<file path="config.mk">
export PLATFORM = sky130hd
export DESIGN_NAME = panda_risc_v_div
export DESIGN_NICKNAME = d
export VERILOG_FILES = /design/src/rtl/panda_risc_v_pkg.sv /design/src/rtl/panda_risc_v_div.sv
export SDC_FILE = /design/constraint.sdc
export NUM_CORES = 1
export LEC_CHECK = 0
export CAP_MARGIN = 20
export CORE_MARGIN = 3
export CORE_UTILIZATION = 45
export DETAILED_ROUTE_END_ITERATION = 10
export GPL_TIMING_DRIVEN = 0
export PLACE_DENSITY = 0.66
export SKIP_CTS_REPAIR_TIMING = 1
export SYNTH_ARGS = -nofsm -noshare
export SYNTH_HDL_FRONTEND = slang
export SYNTH_SLANG_ARGS = --single-unit
</file>
<file path="constraint.sdc">
create_clock -name clk -period 11.1 [get_ports clk]
set_clock_uncertainty 0.05 [all_clocks]
set_input_delay 2.22 -clock clk [delete_from_list [all_inputs] [get_ports clk]]
set_output_delay 2.22 -clock clk [all_outputs]
set_load 0.005 [all_outputs]
</file>
<file path="src/rtl/panda_risc_v_pkg.sv">
// Shared definitions for the Panda RISC-V execution units: divider FSM encoding and constants.
// Latency: n/a (types, constants and a combinational helper only).
// Backpressure: n/a.
package panda_risc_v_pkg;

    // Divider control states
    typedef enum logic [1:0] {
        DIV_IDLE = 2'd0,
        DIV_CALC = 2'd1,
        DIV_FIX  = 2'd2,
        DIV_OUT  = 2'd3
    } div_state_e;

    // One restoring step per quotient bit over the 33-bit magnitude
    localparam int DIV_ITER_N = 33;

    // RISC-V defines x/0 as all ones
    localparam logic [31:0] DIV_BY_ZERO_QUO = 32'hFFFF_FFFF;

    // Two's-complement magnitude of a 33-bit signed operand
    function automatic logic [32:0] div_abs33(input logic [32:0] v);
        return v[32] ? (~v + 33'd1) : v;
    endfunction

endpackage

</file>
<file path="src/rtl/panda_risc_v_div.sv">
// Radix-2 restoring divide/remainder unit on the dispatcher divider channel.
// Latency: 35 cycles from request handshake to result valid (1 cycle for divide-by-zero).
// Backpressure: one op in flight; result held in OUT until m_div_ready, request ready only in IDLE.
//
// Ports:
//   clk, rst                 core clock, async active-high reset
//   s_div_op_a / s_div_op_b  33-bit sign/zero-extended dividend / divisor
//   s_div_rem_sel            0 = quotient, 1 = remainder
//   s_div_rd_id              destination register, returned with the result
//   s_div_valid/s_div_ready  request handshake
//   m_div_res, m_div_rd_id   registered result and its RD index
//   m_div_valid/m_div_ready  result handshake toward write-back
module panda_risc_v_div
    import panda_risc_v_pkg::*;
(
    input  logic        clk,
    input  logic        rst,
    input  logic [32:0] s_div_op_a,
    input  logic [32:0] s_div_op_b,
    input  logic        s_div_rem_sel,
    input  logic [4:0]  s_div_rd_id,
    input  logic        s_div_valid,
    output logic        s_div_ready,
    output logic [31:0] m_div_res,
    output logic [4:0]  m_div_rd_id,
    output logic        m_div_valid,
    input  logic        m_div_ready
);

    div_state_e  state;
    div_state_e  state_nxt;

    logic [5:0]  cnt;
    logic [32:0] dvd;        // dividend magnitude, shifted out MSB first
    logic [32:0] dvsr;       // divisor magnitude
    logic [32:0] prem;       // partial remainder
    logic [31:0] quo;        // quotient bits; bit 32 of a 33-bit quotient is always 0
    logic        qsign;
    logic        rsign;
    logic        rem_sel_q;

    logic        s_hs;
    logic        m_hs;
    logic        div_zero;
    logic        last_iter;

    logic [33:0] prem_sh;
    logic [32:0] prem_diff;
    logic        step_ge;
    logic [32:0] prem_nxt;

    logic [31:0] quo_fix;
    logic [31:0] rem_fix;
    logic [31:0] fix_res;

    assign s_hs      = s_div_valid & s_div_ready;
    assign m_hs      = m_div_valid & m_div_ready;
    assign div_zero  = (s_div_op_b == 33'd0);
    assign last_iter = (cnt == 6'(DIV_ITER_N - 1));

    // Restoring step. The shifted remainder is at most 2*|b|-1, so the compare
    // needs 34 bits, but when it succeeds the difference is below |b| and fits
    // in 33 bits; the modulo-2^33 subtraction is therefore exact where it is used.
    assign prem_sh   = {prem, dvd[32]};
    assign step_ge   = (prem_sh >= {1'b0, dvsr});
    assign prem_diff = prem_sh[32:0] - dvsr;
    assign prem_nxt  = step_ge ? prem_diff : prem_sh[32:0];

    // Sign fix-up; only the low 32 bits of each negation are architecturally visible.
    // The remainder is always below |b| <= 2^32, so its low 32 bits carry the value.
    assign quo_fix = qsign ? (~quo + 32'd1) : quo;
    assign rem_fix = rsign ? (~prem[31:0] + 32'd1) : prem[31:0];
    assign fix_res = rem_sel_q ? rem_fix : quo_fix;

    // ---------------------------------------------------------------- state register
    always_ff @(posedge clk or posedge rst) begin
        if (rst) begin
            state <= DIV_IDLE;
        end else begin
            state <= state_nxt;
        end
    end

    // ---------------------------------------------------------------- next state
    always_comb begin
        state_nxt = state;
        unique case (state)
            DIV_IDLE: begin
                if (s_hs) begin
                    state_nxt = div_zero ? DIV_OUT : DIV_CALC;
                end
            end
            DIV_CALC: begin
                if (last_iter) begin
                    state_nxt = DIV_FIX;
                end
            end
            DIV_FIX: begin
                state_nxt = DIV_OUT;
            end
            DIV_OUT: begin
                if (m_hs) begin
                    state_nxt = DIV_IDLE;
                end
            end
            default: begin
                state_nxt = DIV_IDLE;
            end
        endcase
    end

    // ---------------------------------------------------------------- outputs
    // Ready is held low while reset is asserted so nothing is accepted into an aborting unit.
    always_comb begin
        s_div_ready = (state == DIV_IDLE) & ~rst;
        m_div_valid = (state == DIV_OUT);
    end

    // ---------------------------------------------------------------- datapath
    always_ff @(posedge clk or posedge rst) begin
        if (rst) begin
            cnt         <= 6'd0;
            dvd         <= 33'd0;
            dvsr        <= 33'd0;
            prem        <= 33'd0;
            quo         <= 32'd0;
            qsign       <= 1'b0;
            rsign       <= 1'b0;
            rem_sel_q   <= 1'b0;
            m_div_res   <= 32'd0;
            m_div_rd_id <= 5'd0;
        end else begin
            unique case (state)
                DIV_IDLE: begin
                    if (s_hs) begin
                        cnt         <= 6'd0;
                        dvd         <= div_abs33(s_div_op_a);
                        dvsr        <= div_abs33(s_div_op_b);
                        prem        <= 33'd0;
                        quo         <= 32'd0;
                        qsign       <= s_div_op_a[32] ^ s_div_op_b[32];
                        rsign       <= s_div_op_a[32];
                        rem_sel_q   <= s_div_rem_sel;
                        m_div_rd_id <= s_div_rd_id;
                        // Divide-by-zero skips iteration and goes straight to OUT
                        if (div_zero) begin
                            m_div_res <= s_div_rem_sel ? s_div_op_a[31:0] : DIV_BY_ZERO_QUO;
                        end
                    end
                end
                DIV_CALC: begin
                    cnt  <= cnt + 6'd1;
                    dvd  <= {dvd[31:0], 1'b0};
                    prem <= prem_nxt;
                    quo  <= {quo[30:0], step_ge};
                end
                DIV_FIX: begin
                    m_div_res <= fix_res;
                end
                DIV_OUT: begin
                    // result registers hold until the write-back handshake
                end
                default: begin
                end
            endcase
        end
    end

endmodule

</file>
-- Word level (Yosys, flattened, before mapping)
Cells that the tools add are included.
- RAM bits: 0
- bits in latches: 0
- input port bits: 76
- word-level logic and storage cells: 66
- output and inout bits: 39
- ROM bits: 0
- memories: 0
- bits in registers: 179
- add/subtract/negate cells: 6
- equal/unequal tests: 8
- divide/modulo/power cells: 0
- shift-type cells: 0
- bitwise gates (word level): 9
- muxes and demuxes: 23
- order comparisons: 1
- reductions and logical operators: 8
- $mul: 0
- operator list (kind ; count):
    $mux W32 ; 7
    $mux W33 ; 5
    $pmux W33 S2 ; 2
    $pmux W32 S2 ; 2
    $add A33 B1 Y33 const B ; 2
    $not A33 Y33 ; 2
    $add A32 B1 Y32 const B ; 2
    $not A32 Y32 ; 2
    $ge A34 B33 Y1 ; 1
    $logic_not A33 Y1 ; 1
    $sub A33 B33 Y33 ; 1
    $pmux W6 S2 ; 1
    $mux W2 ; 4
    $pmux W2 S4 ; 1
    $add A6 B1 Y6 const B ; 1
    $eq A6 B6 Y1 const B ; 1
    $mux W6 ; 1
    $ne A2 B2 Y1 const B ; 3
    $reduce_and A3 Y1 ; 2
    $eq A2 B2 Y1 const B ; 2
    $reduce_and A2 Y1 ; 2
    $reduce_bool A2 Y1 ; 2
    $and A1 B1 Y1 ; 3
    $eq A2 B1 Y1 const B ; 1
    other kinds (4) ; 4

-- Depth between registers and ports, before layout
Gate-level depths: netlist of the first run.
- depth after elaboration: 5
- mapped depth: 14
- depth with buffers taken out: 12

-- Least setup slack after synthesis of the first run
OpenSTA, ideal clock, no wires.
- path kind: input port to output port
- from: in rst
- to: out s_div_ready
- setup slack: 6.445 ns
- data required time: 8.830 ns
- cell stages on the path: 1
- arrival time: 2.385 ns
- buffers on the path: 0
- cells stage by stage: nor2b_1
- word-level cells in the longest chain between the ends: 2
- RTL lines (item ; line ; text):
    from (decl) ; panda_risc_v_div.sv:17 ; input logic rst,
    $not A1 Y1 ; panda_risc_v_div.sv:115 ; s_div_ready = (state == DIV_IDLE) & ~rst;
    $and A1 B1 Y1 ; panda_risc_v_div.sv:115 ;
    to (decl) ; panda_risc_v_div.sv:23 ; output logic s_div_ready,
Every way passes these cells.

-- Final worst setup path of the first run
Ends and elaborated chain as after synthesis.

==> flow_summary.yaml, run 1 <==
synth:
  synth_cell_types: 66
  synthesis.area_mm2: 0.01215
  ys_ff_latch: 179
  async_reset_ff_frac: 1.000
  seq_area_frac_synth: 0.3687
  yosys-top-cells-area: "dfrtp_1 37%, o21ai_0 7.7%, nand2_1 6.4%, xor2_1 5.5%, xnor2_1 5.3%"
  synth_edf_count: 0
  ys_warn_count: 0
  synth.avg_cell_area_um2: 8.538
  synthCells: 1423
  syn_nets: 1543
  synth_top_area_share: 0.3687
  synth_commonest_cells: "207 x nand2_1, 188 x o21ai_0, 179 x dfrtp_1"
  synth_ff_type: "dfrtp_1"
  netlist.top_cell.by_area: "dfrtp_1"
  yosysMostFrequentCell: "nand2_1"
worst_setup_path:
  rr_worst_depth: 14
  cp_max_fo: 3
  endpoint_kind: "primary output"
  rrSetupSlack_ns: 7.12
  cp-start-kind: "primary input"
  rr_endpoint: "prem[30]"
  critical_path_class: "primary input to primary output"
  required_ns: 8.83
  arrival_ns: 3.49
  reg2reg_from: "dvd[32]"
run:
  maxCapViolCount: 0
placed_design:
  hpwl_mm: 27.89
  gp_congestion: 0.9473
  portBuffers: 112
global_route:
  grt_pass1_wl_mm: 57.29
  grt_max_degree: 129
  grt.overflow.total: 0
  grt_usage: 0.2482
  antenna_found_initial: 0
  grt_pass1_vias: 10782
finish:
  fillers: 2467
  area_delta_synth_final_pct: 17.84
  final_nets: 1675
  antenna_cells: 0
  multi_input_area_mm2: 0.007108
  seq_area_mm2: 0.004479
  drive_above_1_share: 0.04020
clock_tree:
  clock_sinks: 179
  clock_latency_ns: 0.43
  clkSlewWorstSetupHoldPaths_ns: 0.07
  clock_path_buffers: 2
  cts_root_buffer: "clkbuf_16"
  htreeDepth: 4
  cts_tree: "done"
  cts_buffers: 17
floorplan:
  io_pins: 115
  chipWidth_um: 170.3
  die_area_mm2: 0.02901
  die_height_um: 170.3
  initial_core_util: 0.4623
  fp.coreArea_mm2: 0.02628
  num_rows: 59
power_and_ir_drop:
  ir_drop_uv: 156.6
  seqPwrFrac: 0.249
  netSwitchingPower_w: 0.002176
  switching_share: 0.4778
  powerDensity_mw_per_mm2: 318.1
  power.internal_w: 0.002378
  clock_power_share: 0.138
  power_frac_comb: 0.614
  p_leak_nw: 6.090
hold_path:
  hold_depth: 2
  hp-class: "register to register"
  worstHoldStart: "dvsr[25]"
  hold-path-endpoint: "dvsr[25]"
timing:
  holdWs_ns: 0.4283
  setup_tns_ns: 0
  period_share: 0.5190
  slew-limit-headroom: 0.2998
  tightestPinTransition_ns: 1.050
  hold_violations: 0
  period_needed_ns: 5.761
  grt_setup_unrepaired: "no"
  drv_slew: 0
  setup_viol: 0
  fmax_mhz: 173.6
detailed_routing:
  detail-route-antenna-nets: 0
  drcViolationCount: 0
  drtIter0Drc: 903
  wirelength_mm: 36.04
  viasPerCell: 5.842
  dr.pass1.iters: 5
  post_drt_wl_per_cell_um: 18.95
  vias: 11112
outcome:
  status: "completed"
## sequential cells by signal, summed over array words and instances (netlist names)
register     cells
cnt              6
dvd             33
dvsr            33
m_div_rd_id      5
m_div_res       32
prem            33
qsign            1
quo             32
rem_sel_q        1
rsign            1
state            2
## routing by layer
metal | global-route usage | share of wire
met5 | 0 | 0
met3 | 0.03345 | 0.056
met1 | 0.3311 | 0.45
met4 | 0.09030 | 0.028
met2 | 0.4140 | 0.47
## layout by cell type (no fill, tap or decap), types with 7 or more instances in the layout
master,netlist,layout
o41ai_1,21,21
o211ai_1,11,11
o22ai_1,10,10
dfrtp_1,179,179
or4_1,21,21
or3_1,14,14
o31ai_1,45,45
a22o_1,31,31
nand3_1,14,14
nand2_1,207,207
clkbuf_16,0,17
ha_1,43,43
nor3_1,14,14
and3_1,10,10
o2bb2ai_1,7,7
clkbuf_1,70,70
a21oi_1,65,65
clkdlybuf4s50_1,0,112
xnor2_1,73,73
nor2_1,68,68
nand4_1,10,10
o21ai_0,188,188
a32oi_1,12,12
nand2b_1,10,10
nor2b_1,8,8
mux2i_1,32,32
nor4_1,11,11
a21o_1,17,17
inv_1,62,61
xor2_1,76,76
## power groups by stage
stage / Clock [W] / Combinational, W / Sequential [W]
finish: 0.000626 / 0.00280 / 0.00113
global route: 0.000656 / 0.00309 / 0.00117
CTS: 0.000634 / 0.00277 / 0.00113
detailed placement: 0 / 0.00276 / 0.00114
global placement: 0 / 0.00272 / 0.00113
floorplan: 0 / 0.00196 / 0.00108
## metrics by stage
| stage | utilization | power, W | worst slack, ns | area, um^2 | std cells |
|---|---|---|---|---|---|
| global placement | 0.5209 | 0.003848 | 1.370 | 13690 | 1870 |
| finish | 0.5448 | 0.004554 | 5.339 | 14320 | 1902 |
| CTS | 0.5448 | 0.004534 | 5.330 | 14320 | 1902 |
| global route | 0.5448 | 0.004918 | 5.261 | 14320 | 1902 |
| floorplan | - | 0.003043 | 3.971 | 12150 | 1423 |
| detailed placement | 0.5222 | 0.003900 | 5.283 | 13720 | 1871 |
## cell type report
type | instances | area share
clock buffers | 17 | 0.02972
well taps | 335 | 0.02928
repair buffers | 113 | 0.08023
inverters | 63 | 0.01704
multi-input cells | 1100 | 0.4965
clock inverters | 14 | 0.01162
plain buffers | 81 | 0.02272
flip-flops and latches | 179 | 0.3129
## worst max-delay path, cell delays in order
cell and delay [ns]:
clkdlybuf4s50_1 0.52, nor2b_1 0.22, clkdlybuf4s50_1 0.53
## how the worst max path moves through the flow
stage,slack [ns],cells after the start,to,startpoint
4_1_cts,5.33,3,s_div_ready,rst
3_5_place_dp,5.28,10,m_div_res[18],s_div_op_b[12]
3_3_place_gp,1.37,2,dvsr[31],rst
2_1_floorplan,3.97,1,cnt[0],rst
6_report,5.34,3,s_div_ready,rst
5_1_grt,5.26,3,s_div_ready,rst
## kinds of logic (layout without fill, tap and decap cells)
group	count (synthesis)	after routing	synth area share
flip-flops	179	179	0.3687
XOR/XNOR	149	149	0.1074
AO/OA/AOI/OAI	453	453	0.2387
adder cells (fa/ha/maj)	44	44	0.04593
buffers and inverters	144	288	0.04624
AND/OR/NAND/NOR	416	416	0.1611
multiplexers	38	38	0.03193
Note: power is estimated with default switching activity, not from simulation.
==> run 2: changes to the inputs <==
==> constraint.sdc (replaced) <==
create_clock -name clk -period 5.48 [get_ports clk]
set_clock_uncertainty 0.05 [all_clocks]
set_input_delay 1.096 -clock clk [delete_from_list [all_inputs] [get_ports clk]]
set_output_delay 1.096 -clock clk [all_outputs]
set_load 0.005 [all_outputs]
==> flow_summary.yaml, run 2 (same netlist as run 1, synthesis figures left out) <==
outcome:
  status: "completed"
power_and_ir_drop:
  netSwitchingPower_w: 0.004422
  power.internal_w: 0.004959
  seqPwrFrac: 0.244
  p_leak_nw: 6.156
  totalPowerFinal_w: 0.009381
  power_frac_comb: 0.608
  switching_share: 0.4714
  ir_drop_uv: 273.6
  clock_power_share: 0.148
  powerDensity_mw_per_mm2: 649.5
floorplan:
  die_height_um: 170.3
  die_area_mm2: 0.02901
  chipWidth_um: 170.3
  io_pins: 115
  num_rows: 59
  fp.coreArea_mm2: 0.02628
  initial_core_util: 0.4623
clock_tree:
  cts_tree: "done"
  clock_sinks: 179
  htreeDepth: 4
  cts_root_buffer: "clkbuf_16"
  clock_path_buffers: 2
  cts_buffers: 17
  clkSlewWorstSetupHoldPaths_ns: 0.07
  clock_latency_ns: 0.44
global_route:
  grt_usage: 0.2529
  grt_max_degree: 41
  grt.overflow.total: 0
  grtUsageMet2: 0.4178
  grt_pass1_wl_mm: 58.19
  grt_use_met1: 0.3449
  grt_pass1_vias: 10805
  met3_usage: 0.03484
  top_usage_layer: "met2"
  antenna_found_initial: 0
finish:
  final_nets: 1679
  layout_common_cells: "207 x nand2_1, 188 x o21ai_0, 179 x dfrtp_1, 112 x clkdlybuf4s50_1, 76 x xor2_1"
  layout.cells.non_filler: 1906
  area_delta_synth_final_pct: 18.89
  final_common_cell: "nand2_1"
  final_core_util: 0.5496
  top_regs: "dvd x33, dvsr x33, prem x33"
  antenna_cells: 0
  drive_above_1_share: 0.04201
run:
  maxCapViolCount: 0
placed_design:
  dpl.cell_count: 1875
  gp_congestion: 0.9270
  hpwl_mm: 28.58
  portBuffers: 112
timing:
  setup_tns_ns: 0
  tightestPinTransition_ns: 1.020
  grt_setup_unrepaired: "no"
  setup_viol: 0
  fmax_mhz: 235.8
  period_needed_ns: 4.240
  hold_violations: 0
  slew-limit-headroom: 0.3200
  holdWs_ns: 0.4284
  drv_slew: 0
  period_share: 0.7737
detailed_routing:
  dr.pass1.iters: 6
  post_drt_wl_per_cell_um: 19.16
  vias: 11148
  detail-route-antenna-nets: 0
  drcViolationCount: 0
  wirelength_mm: 36.53
  drtIter0Drc: 1050
  viasPerCell: 5.849
worst_setup_path:
  cp_max_fo: 10
  endpoint_kind: "register"
  required_ns: 5.73
  critical_path_class: "primary input to register"
  arrival_ns: 4.49
  cp-start-kind: "primary input"
hold_path:
  hp-class: "register to register"
-- run 2: cell types whose count changed in the layout (fill, tap and decap cells not counted), moves of 2 or more --
cell,delta
buf_12,+5
bufinv_16,+3
clkinvlp_4,-2
inv_6,-2
-- run 2: area by class of cell --
type                       instances  area, um^2
clock buffer                      18       429.2
inverter                          63       240.2
timing repair buffer             117        1221
sequential                       179        4479
fill                            2419       11840
tap                              335       419.2
clock inverter                    13       221.5
multi-input combinational       1100        7108
buffer                            81       325.3
-- run 2: worst max-delay path, cell delays in order --
cell             delay (ns)
clkdlybuf4s50_1        0.48
or4_1                  0.62
nor4_1                 0.46
nand4_1                0.27
or2_1                  0.32
nor2_1                 0.38
a21oi_2                0.21
clkbuf_1               0.30
a211oi_1               0.28
a21oi_1                0.06
-- run 2: path summary, 6_finish.rpt --
check | from | endpoint | slack, ns | cells past startpoint
max | s_div_op_b[12] | m_div_res[18] | 1.24 | 10
min | dvd[23] | dvd[23] | 0.43 | 2
max reg2reg | dvd[32] | prem[31] | 1.53 | 14
min reg2reg | dvd[23] | dvd[23] | 0.43 | 2
max in group asynchronous | rst | dvsr[21] | 3.30 | 5
min in group asynchronous | rst | m_div_res[1] | 1.07 | 2
-- run 2: routing by layer --
metal  routed length (um)  share of wire
met1                16450           0.45
met2                16910           0.46
met3                 2131          0.058
met4                 1036          0.028
met5                    0              0
-- run 2: power by group through the flow --
stage          Clock, W  Sequential, W  Combinational (W)
3_3_place_gp          0        0.00228            0.00554
6_report        0.00139        0.00229            0.00570
3_5_place_dp          0        0.00230            0.00563
5_1_grt         0.00146        0.00236            0.00633
4_1_cts         0.00140        0.00228            0.00566
2_1_floorplan         0        0.00218            0.00398
-- run 2: metrics by stage --
stage	area [um^2]	worst slack (ns)
2_1_floorplan	12150	2.039
3_3_place_gp	13690	0.4315
3_5_place_dp	13790	0.9156
4_1_cts	14440	1.365
5_1_grt	14440	1.050
6_report	14440	1.240
